File: src/rtl/wb_core_bus_arbiter_pkg.sv
// wb_core_bus_arbiter_pkg: shared FSM state encoding and grant-id constants
package wb_core_bus_arbiter_pkg;
    typedef enum logic [1:0] {IDLE = 2'd0, GNT_I = 2'd1, GNT_D = 2'd2} state_t;
    localparam logic IBUS = 1'b0;
    localparam logic DBUS = 1'b1;
endpackage

File: src/rtl/wb_core_bus_arbiter_if.sv
// wb_core_bus_arbiter_if: IBUS, DBUS and shared slave Wishbone signals
interface wb_core_bus_arbiter_if;
    logic [31:0] wb_ibus_adr_i;
    logic [31:0] wb_ibus_dat_o;
    logic        wb_ibus_stb_i;
    logic        wb_ibus_ack_o;
    logic [31:0] wb_dbus_adr_i;
    logic [31:0] wb_dbus_dat_i;
    logic [31:0] wb_dbus_dat_o;
    logic        wb_dbus_we_i;
    logic [3:0]  wb_dbus_sel_i;
    logic        wb_dbus_stb_i;
    logic        wb_dbus_cyc_i;
    logic        wb_dbus_ack_o;
    logic [31:0] wb_s_adr_o;
    logic [31:0] wb_s_dat_o;
    logic [3:0]  wb_s_sel_o;
    logic        wb_s_we_o;
    logic        wb_s_stb_o;
    logic        wb_s_cyc_o;
    logic [31:0] wb_s_dat_i;
    logic        wb_s_ack_i;
    modport slave (
        input  wb_ibus_adr_i, wb_ibus_stb_i, wb_dbus_adr_i, wb_dbus_dat_i, wb_dbus_we_i,
               wb_dbus_sel_i, wb_dbus_stb_i, wb_dbus_cyc_i, wb_s_dat_i, wb_s_ack_i,
        output wb_ibus_dat_o, wb_ibus_ack_o, wb_dbus_dat_o, wb_dbus_ack_o,
               wb_s_adr_o, wb_s_dat_o, wb_s_sel_o, wb_s_we_o, wb_s_stb_o, wb_s_cyc_o
    );
    modport master (
        output wb_ibus_adr_i, wb_ibus_stb_i, wb_dbus_adr_i, wb_dbus_dat_i, wb_dbus_we_i,
               wb_dbus_sel_i, wb_dbus_stb_i, wb_dbus_cyc_i, wb_s_dat_i, wb_s_ack_i,
        input  wb_ibus_dat_o, wb_ibus_ack_o, wb_dbus_dat_o, wb_dbus_ack_o,
               wb_s_adr_o, wb_s_dat_o, wb_s_sel_o, wb_s_we_o, wb_s_stb_o, wb_s_cyc_o
    );
endinterface

File: src/rtl/wb_core_bus_arbiter_timeout_ctr.sv
// wb_timeout_ctr: watchdog counting granted cycles without ack; tied off when TIMEOUT_CYCLES=0
module wb_timeout_ctr #(
    parameter int TIMEOUT_CYCLES = 255
) (
    input  logic clk,
    input  logic rst,
    input  logic clr,
    input  logic en,
    input  logic ack,
    output logic expire
);
    generate
        if (TIMEOUT_CYCLES == 0) begin : g_off
            logic unused;
            assign unused = ^{clk, rst, clr, en, ack};
            assign expire = 1'b0;
        end else begin : g_on
            localparam int W = $clog2(TIMEOUT_CYCLES + 1);
            logic [W-1:0] cnt;
            always_ff @(posedge clk or posedge rst) begin
                if (rst) cnt <= '0;
                else if (clr) cnt <= '0;
                else if (en && !ack) cnt <= cnt + 1'b1;
            end
            assign expire = en && !ack && cnt == W'(TIMEOUT_CYCLES - 1);
        end
    endgenerate
endmodule

File: src/rtl/wb_core_bus_arbiter.sv
// wb_core_bus_arbiter: shares one Wishbone classic slave port between IBUS and DBUS,
// with registered grant, round-robin or DBUS-priority arbitration and a hang watchdog.
module wb_core_bus_arbiter
    import wb_core_bus_arbiter_pkg::*;
#(
    parameter bit RR_EN          = 1'b1,
    parameter int TIMEOUT_CYCLES = 255
) (
    input  logic                  wb_clk_i,
    input  logic                  wb_rst_i,
    wb_core_bus_arbiter_if.slave  bus,
    input  logic                  timeout_clr_i,
    output logic                  timeout_o,
    output logic [31:0]           timeout_adr_o
);
    state_t state, state_nx;
    logic last_grant, ireq, dreq, gi, gd, req, ack, expire;
    logic [31:0] adr;
    assign ireq = bus.wb_ibus_stb_i;
    assign dreq = bus.wb_dbus_stb_i & bus.wb_dbus_cyc_i;
    assign gi   = state == GNT_I;
    assign gd   = state == GNT_D;
    assign req  = (gi & ireq) | (gd & dreq);
    assign ack  = req & bus.wb_s_ack_i;
    assign adr  = gi ? bus.wb_ibus_adr_i : gd ? bus.wb_dbus_adr_i : '0;

    wb_timeout_ctr #(.TIMEOUT_CYCLES(TIMEOUT_CYCLES)) u_wd (
        .clk(wb_clk_i), .rst(wb_rst_i), .clr(state == IDLE), .en(req), .ack(ack), .expire(expire)
    );

    always_comb begin
        state_nx = state;
        if (state == IDLE)
            state_nx = (dreq && (!ireq || !RR_EN || last_grant == IBUS)) ? GNT_D : ireq ? GNT_I : IDLE;
        else if (!req || ack || expire)
            state_nx = IDLE;
    end

    always_ff @(posedge wb_clk_i or posedge wb_rst_i) begin
        if (wb_rst_i) begin
            state      <= IDLE;
            last_grant <= IBUS;
        end else begin
            state <= state_nx;
            if (ack || expire) last_grant <= gd ? DBUS : IBUS;
        end
    end

    // a fresh expiry outranks a simultaneous clear request
    always_ff @(posedge wb_clk_i or posedge wb_rst_i) begin
        if (wb_rst_i) begin
            timeout_o     <= 1'b0;
            timeout_adr_o <= '0;
        end else if (expire) begin
            timeout_o     <= 1'b1;
            timeout_adr_o <= adr;
        end else if (timeout_clr_i) begin
            timeout_o <= 1'b0;
        end
    end

    assign bus.wb_s_adr_o    = adr;
    assign bus.wb_s_dat_o    = gd ? bus.wb_dbus_dat_i : '0;
    assign bus.wb_s_sel_o    = gi ? 4'hF : gd ? bus.wb_dbus_sel_i : 4'h0;
    assign bus.wb_s_we_o     = gd & bus.wb_dbus_we_i;
    assign bus.wb_s_stb_o    = req & ~expire;
    assign bus.wb_s_cyc_o    = req & ~expire;
    assign bus.wb_ibus_ack_o = gi & (ack | expire);
    assign bus.wb_dbus_ack_o = gd & (ack | expire);
    assign bus.wb_ibus_dat_o = expire ? '0 : bus.wb_s_dat_i;
    assign bus.wb_dbus_dat_o = expire ? '0 : bus.wb_s_dat_i;
endmodule

File: src/flat_wrapper.sv
// flat-port wrapper written by rule: the top's interface ports become plain ports
module wb_core_bus_arbiter_flat import wb_core_bus_arbiter_pkg::*;
#(
    parameter bit RR_EN          = 1'b1,
    parameter int TIMEOUT_CYCLES = 255
)
  (wb_clk_i, wb_rst_i, timeout_clr_i, timeout_o, timeout_adr_o, bus_wb_ibus_adr_i, bus_wb_ibus_stb_i, bus_wb_dbus_adr_i, bus_wb_dbus_dat_i, bus_wb_dbus_we_i, bus_wb_dbus_sel_i, bus_wb_dbus_stb_i, bus_wb_dbus_cyc_i, bus_wb_s_dat_i, bus_wb_s_ack_i, bus_wb_ibus_dat_o, bus_wb_ibus_ack_o, bus_wb_dbus_dat_o, bus_wb_dbus_ack_o, bus_wb_s_adr_o, bus_wb_s_dat_o, bus_wb_s_sel_o, bus_wb_s_we_o, bus_wb_s_stb_o, bus_wb_s_cyc_o);
  wb_core_bus_arbiter_if bus_i ();
  input  logic wb_clk_i;
  input  logic wb_rst_i;
  input  logic timeout_clr_i;
  output logic timeout_o;
  output logic [31:0] timeout_adr_o;
  input wire logic [$bits(bus_i.wb_ibus_adr_i)-1:0] bus_wb_ibus_adr_i;
  input wire logic [$bits(bus_i.wb_ibus_stb_i)-1:0] bus_wb_ibus_stb_i;
  input wire logic [$bits(bus_i.wb_dbus_adr_i)-1:0] bus_wb_dbus_adr_i;
  input wire logic [$bits(bus_i.wb_dbus_dat_i)-1:0] bus_wb_dbus_dat_i;
  input wire logic [$bits(bus_i.wb_dbus_we_i)-1:0] bus_wb_dbus_we_i;
  input wire logic [$bits(bus_i.wb_dbus_sel_i)-1:0] bus_wb_dbus_sel_i;
  input wire logic [$bits(bus_i.wb_dbus_stb_i)-1:0] bus_wb_dbus_stb_i;
  input wire logic [$bits(bus_i.wb_dbus_cyc_i)-1:0] bus_wb_dbus_cyc_i;
  input wire logic [$bits(bus_i.wb_s_dat_i)-1:0] bus_wb_s_dat_i;
  input wire logic [$bits(bus_i.wb_s_ack_i)-1:0] bus_wb_s_ack_i;
  output wire logic [$bits(bus_i.wb_ibus_dat_o)-1:0] bus_wb_ibus_dat_o;
  output wire logic [$bits(bus_i.wb_ibus_ack_o)-1:0] bus_wb_ibus_ack_o;
  output wire logic [$bits(bus_i.wb_dbus_dat_o)-1:0] bus_wb_dbus_dat_o;
  output wire logic [$bits(bus_i.wb_dbus_ack_o)-1:0] bus_wb_dbus_ack_o;
  output wire logic [$bits(bus_i.wb_s_adr_o)-1:0] bus_wb_s_adr_o;
  output wire logic [$bits(bus_i.wb_s_dat_o)-1:0] bus_wb_s_dat_o;
  output wire logic [$bits(bus_i.wb_s_sel_o)-1:0] bus_wb_s_sel_o;
  output wire logic [$bits(bus_i.wb_s_we_o)-1:0] bus_wb_s_we_o;
  output wire logic [$bits(bus_i.wb_s_stb_o)-1:0] bus_wb_s_stb_o;
  output wire logic [$bits(bus_i.wb_s_cyc_o)-1:0] bus_wb_s_cyc_o;
  assign bus_i.wb_ibus_adr_i = bus_wb_ibus_adr_i;
  assign bus_i.wb_ibus_stb_i = bus_wb_ibus_stb_i;
  assign bus_i.wb_dbus_adr_i = bus_wb_dbus_adr_i;
  assign bus_i.wb_dbus_dat_i = bus_wb_dbus_dat_i;
  assign bus_i.wb_dbus_we_i = bus_wb_dbus_we_i;
  assign bus_i.wb_dbus_sel_i = bus_wb_dbus_sel_i;
  assign bus_i.wb_dbus_stb_i = bus_wb_dbus_stb_i;
  assign bus_i.wb_dbus_cyc_i = bus_wb_dbus_cyc_i;
  assign bus_i.wb_s_dat_i = bus_wb_s_dat_i;
  assign bus_i.wb_s_ack_i = bus_wb_s_ack_i;
  assign bus_wb_ibus_dat_o = bus_i.wb_ibus_dat_o;
  assign bus_wb_ibus_ack_o = bus_i.wb_ibus_ack_o;
  assign bus_wb_dbus_dat_o = bus_i.wb_dbus_dat_o;
  assign bus_wb_dbus_ack_o = bus_i.wb_dbus_ack_o;
  assign bus_wb_s_adr_o = bus_i.wb_s_adr_o;
  assign bus_wb_s_dat_o = bus_i.wb_s_dat_o;
  assign bus_wb_s_sel_o = bus_i.wb_s_sel_o;
  assign bus_wb_s_we_o = bus_i.wb_s_we_o;
  assign bus_wb_s_stb_o = bus_i.wb_s_stb_o;
  assign bus_wb_s_cyc_o = bus_i.wb_s_cyc_o;
  wb_core_bus_arbiter #(.RR_EN(RR_EN), .TIMEOUT_CYCLES(TIMEOUT_CYCLES)) u_core (.wb_clk_i(wb_clk_i), .wb_rst_i(wb_rst_i), .bus(bus_i), .timeout_clr_i(timeout_clr_i), .timeout_o(timeout_o), .timeout_adr_o(timeout_adr_o));
endmodule
File: config.mk
export PLATFORM = sky130hd
export DESIGN_NAME = wb_core_bus_arbiter_flat
export DESIGN_NICKNAME = d
export VERILOG_FILES = /design/src/rtl/wb_core_bus_arbiter_pkg.sv /design/src/rtl/wb_core_bus_arbiter_if.sv /design/src/rtl/wb_core_bus_arbiter_timeout_ctr.sv /design/src/rtl/wb_core_bus_arbiter.sv /design/src/flat_wrapper.sv
export SDC_FILE = /design/constraint.sdc
export NUM_CORES = 1
export LEC_CHECK = 0
export ABC_AREA = 0
export CORE_AREA = 2 2 120 122
export DETAILED_ROUTE_END_ITERATION = 7
export DIE_AREA = 0 0 122 124
export PLACE_DENSITY = 0.75
export SLEW_MARGIN = 15
export SYNTH_ARGS = -nofsm -noshare
export SYNTH_HDL_FRONTEND = slang
export SYNTH_SLANG_ARGS = --single-unit
File: constraint.sdc
create_clock -name wb_clk_i -period 2.7 [get_ports wb_clk_i]
set_input_delay 0.27 -clock wb_clk_i [delete_from_list [all_inputs] [get_ports wb_clk_i]]
set_output_delay 0.27 -clock wb_clk_i [all_outputs]
set_load 0.02 [all_outputs]
==> reports/results.ini <==
[outcome]
status=finished, final reports clean

[worst_setup_path]
start_kind=register
worst_ep_required_time_ns=2.43
path_class=reg2out
path_max_fanout=11
crit_arrival_ns=2.31
cp-end-kind=output pin

[yosys]
synth_edf_count=0
netlist-cell-type-count=31
synth_seq_cells=44
synth_nets=434
synth_seq_area_share_pct=37.3
synthesis.area_um2=2950
synthFlopType=dfrtp_1
avgSynthCellArea_um2=10.1
async_flop_share_pct=100
synth_area_leader_cell=dfrtp_1
synth.yosys.warnings=0
synthTopCellsByCount=44 x dfrtp_1, 34 x buf_4, 34 x nor2b_1
synthTopCellsByArea=dfrtp_1 37%, a22o_1 9.8%, buf_4 8.6%
post-synth-top-count-cell=dfrtp_1
synth_cells=292
synth_top_area_share_pct=37.3

[grt]
grt_overflow=0
antenna_found_initial=0
grt_first_pass_wirelength_um=17700
grt_pass1_vias=3403
grt_usage_pct=15.5
grt_max_degree=52

[finish]
diodes=0
drive_gt1_share_pct=7.88
fill_cells=1342
fin_nets=712
area_growth_pct=109
seq_area_um2=1100
multi_input_area_um2=1480

[clock_network]
cts_sinks=44
cts-root-buf=clkbuf_16
path_clk_slew_ns=0.06
cts_buffer_depth=2
cts_max_level=2
clk_latency_ns=0.28
cts_buffers=5
cts_tree=done
cts_hold_buf=0

[floorplan]
rows=43
die_w_um=122
start_util_pct=21.5
die_h_um=124
core_region_area_um2=13700
design.portCount=310
die_area_um2=15100

[detailed_routing]
drc_errors=0
routed_wl_um=12700
vias_per_cell=4.37
antenna_left=0
vias=3279
drt_iter0_drc=62
first_pass_iters=3
drt-wirelength-per-cell_um=16.9

[sta]
skew_ns=0.00516
max_clock_freq_mhz=388
maxSlewViolCount=0
rsz0062_at_grt=no
fin_crit_ns=2.58
hold_viol_final=0
setup_viol=0
fin_tns_setup_ns=0
finalCritPeriodShare_pct=95.5
slew_headroom_pct=37.2
tightest_slew_ns=0.940

[power_and_ir_drop]
power.total_mw=2.37
power_density_nw_per_um2=384
p_leak_nw=2.75
vdd.ir_drop.worst_mv=0.283

[job]
drv_cap=0

[placed_design]
gp_congestion=0.831
dp_hpwl_um=10300
portBuffers=309

[hold_path]
hold_class=reg2reg

[power breakdown]
part / leakage (nW) / switching, mW / internal (mW)
sequential: 0.612 / 0.0183 / 0.668
combinational: 2.05 / 0.479 / 0.524
clock: 0.0808 / 0.247 / 0.435
[critical path, stage by stage, from the launching register on]
cell	delay, ns
dfrtp_1	0.43
inv_1	0.10
ha_1	0.17
nand4_1	0.20
a2111oi_4	0.25
buf_4	0.19
bufbuf_16	0.28
nor2b_1	0.06
dlygate4sd2_1	0.34
[flip-flops by register name, summed over array words and instances, names as in the netlist]
register and cells:
u_core.last_grant 1, u_core.state 2, u_core.timeout_adr_o 32, u_core.timeout_o 1
u_core.u_wd.g_on.cnt 8
[placed cells by master (no fill, tap or decap), types with 4 or more instances in the layout]
cell / n
a21oi_1: 5
inv_1: 4
mux2_1: 17
nand2_1: 5
o21ai_0: 4
a22o_1: 33
mux2_2: 15
clkbuf_16: 5
dlygate4sd2_1: 64
nor2b_1: 32
dfrtp_1: 44
buf_4: 13
nor2_1: 11
clkdlybuf4s50_1: 245
and2_1: 33
a21o_1: 7
[stage by stage]
step	setup slack (ns)	instances	hold slack (ns)	util, %	cell area (um2)
after floorplan	0.592	292	0.398	-	2950
after global routing	0.00235	751	0.502	45.0	6180
final	0.122	751	0.475	45.0	6180
after detailed placement	0.0464	738	0.467	43.9	6020
after global placement	0.0906	738	0.459	43.9	6020
after CTS	0.0974	751	0.476	45.0	6170
[layer usage]
layer | vias to the layer above | routed length, um | track usage, %
li1 | 1526 | - | -
met1 | 1536 | 4170 | 14.9
met2 | 200 | 7130 | 31.9
met3 | 17 | 1050 | 3.21
met4 | 0 | 332 | 5.60
met5 | - | 0 | 0
[what timing repair did]
item,4_1_cts,5_1_grt
cloned,2,0
buffers inserted,3,0
setup endpoints to repair,64,3
pin swaps,1,0
gates resized for setup,64,1
[cell type report]
| type | count | area share, % |
|---|---|---|
| Multi-Input combinational cell | 188 | 24.0 |
| Timing Repair Buffer | 326 | 51.6 |
| Clock buffer | 6 | 2.09 |
| Sequential cell | 44 | 17.8 |
| Tap cell | 180 | 3.65 |
| Clock inverter | 2 | 0.567 |
| Inverter | 5 | 0.304 |
[kinds of logic (layout without fill, tap and decap cells)]
logic type / after synthesis / after routing / share of synthesized area (%)
and+or+nand+nor: 93 / 93 / 19.3
xor gates and xnor gates: 3 / 3 / 0.890
DFF: 44 / 44 / 37.3
adders and majority gates: 2 / 2 / 0.848
buffers and inverters: 60 / 339 / 12.9
muxes: 35 / 35 / 13.2
AOI/OAI and AO/OA: 55 / 55 / 15.5
[worst paths after layout]
kind                                              start                        to  slack, ns  cells past startpoint
min in group asynchronous                      wb_rst_i  u_core.timeout_adr_o[14]       0.52                      2
worst max-delay path            u_core.u_wd.g_on.cnt[0]     bus_wb_ibus_dat_o[21]       0.12                      8
worst min-delay path            u_core.u_wd.g_on.cnt[4]   u_core.u_wd.g_on.cnt[4]       0.48                      1
max in group asynchronous                      wb_rst_i   u_core.u_wd.g_on.cnt[2]       1.59                      2
worst min register to register  u_core.u_wd.g_on.cnt[4]   u_core.u_wd.g_on.cnt[4]       0.48                      1
worst max register to register  u_core.u_wd.g_on.cnt[0]  u_core.timeout_adr_o[21]       0.38                      9
Power figures use the tool's default switching activity.
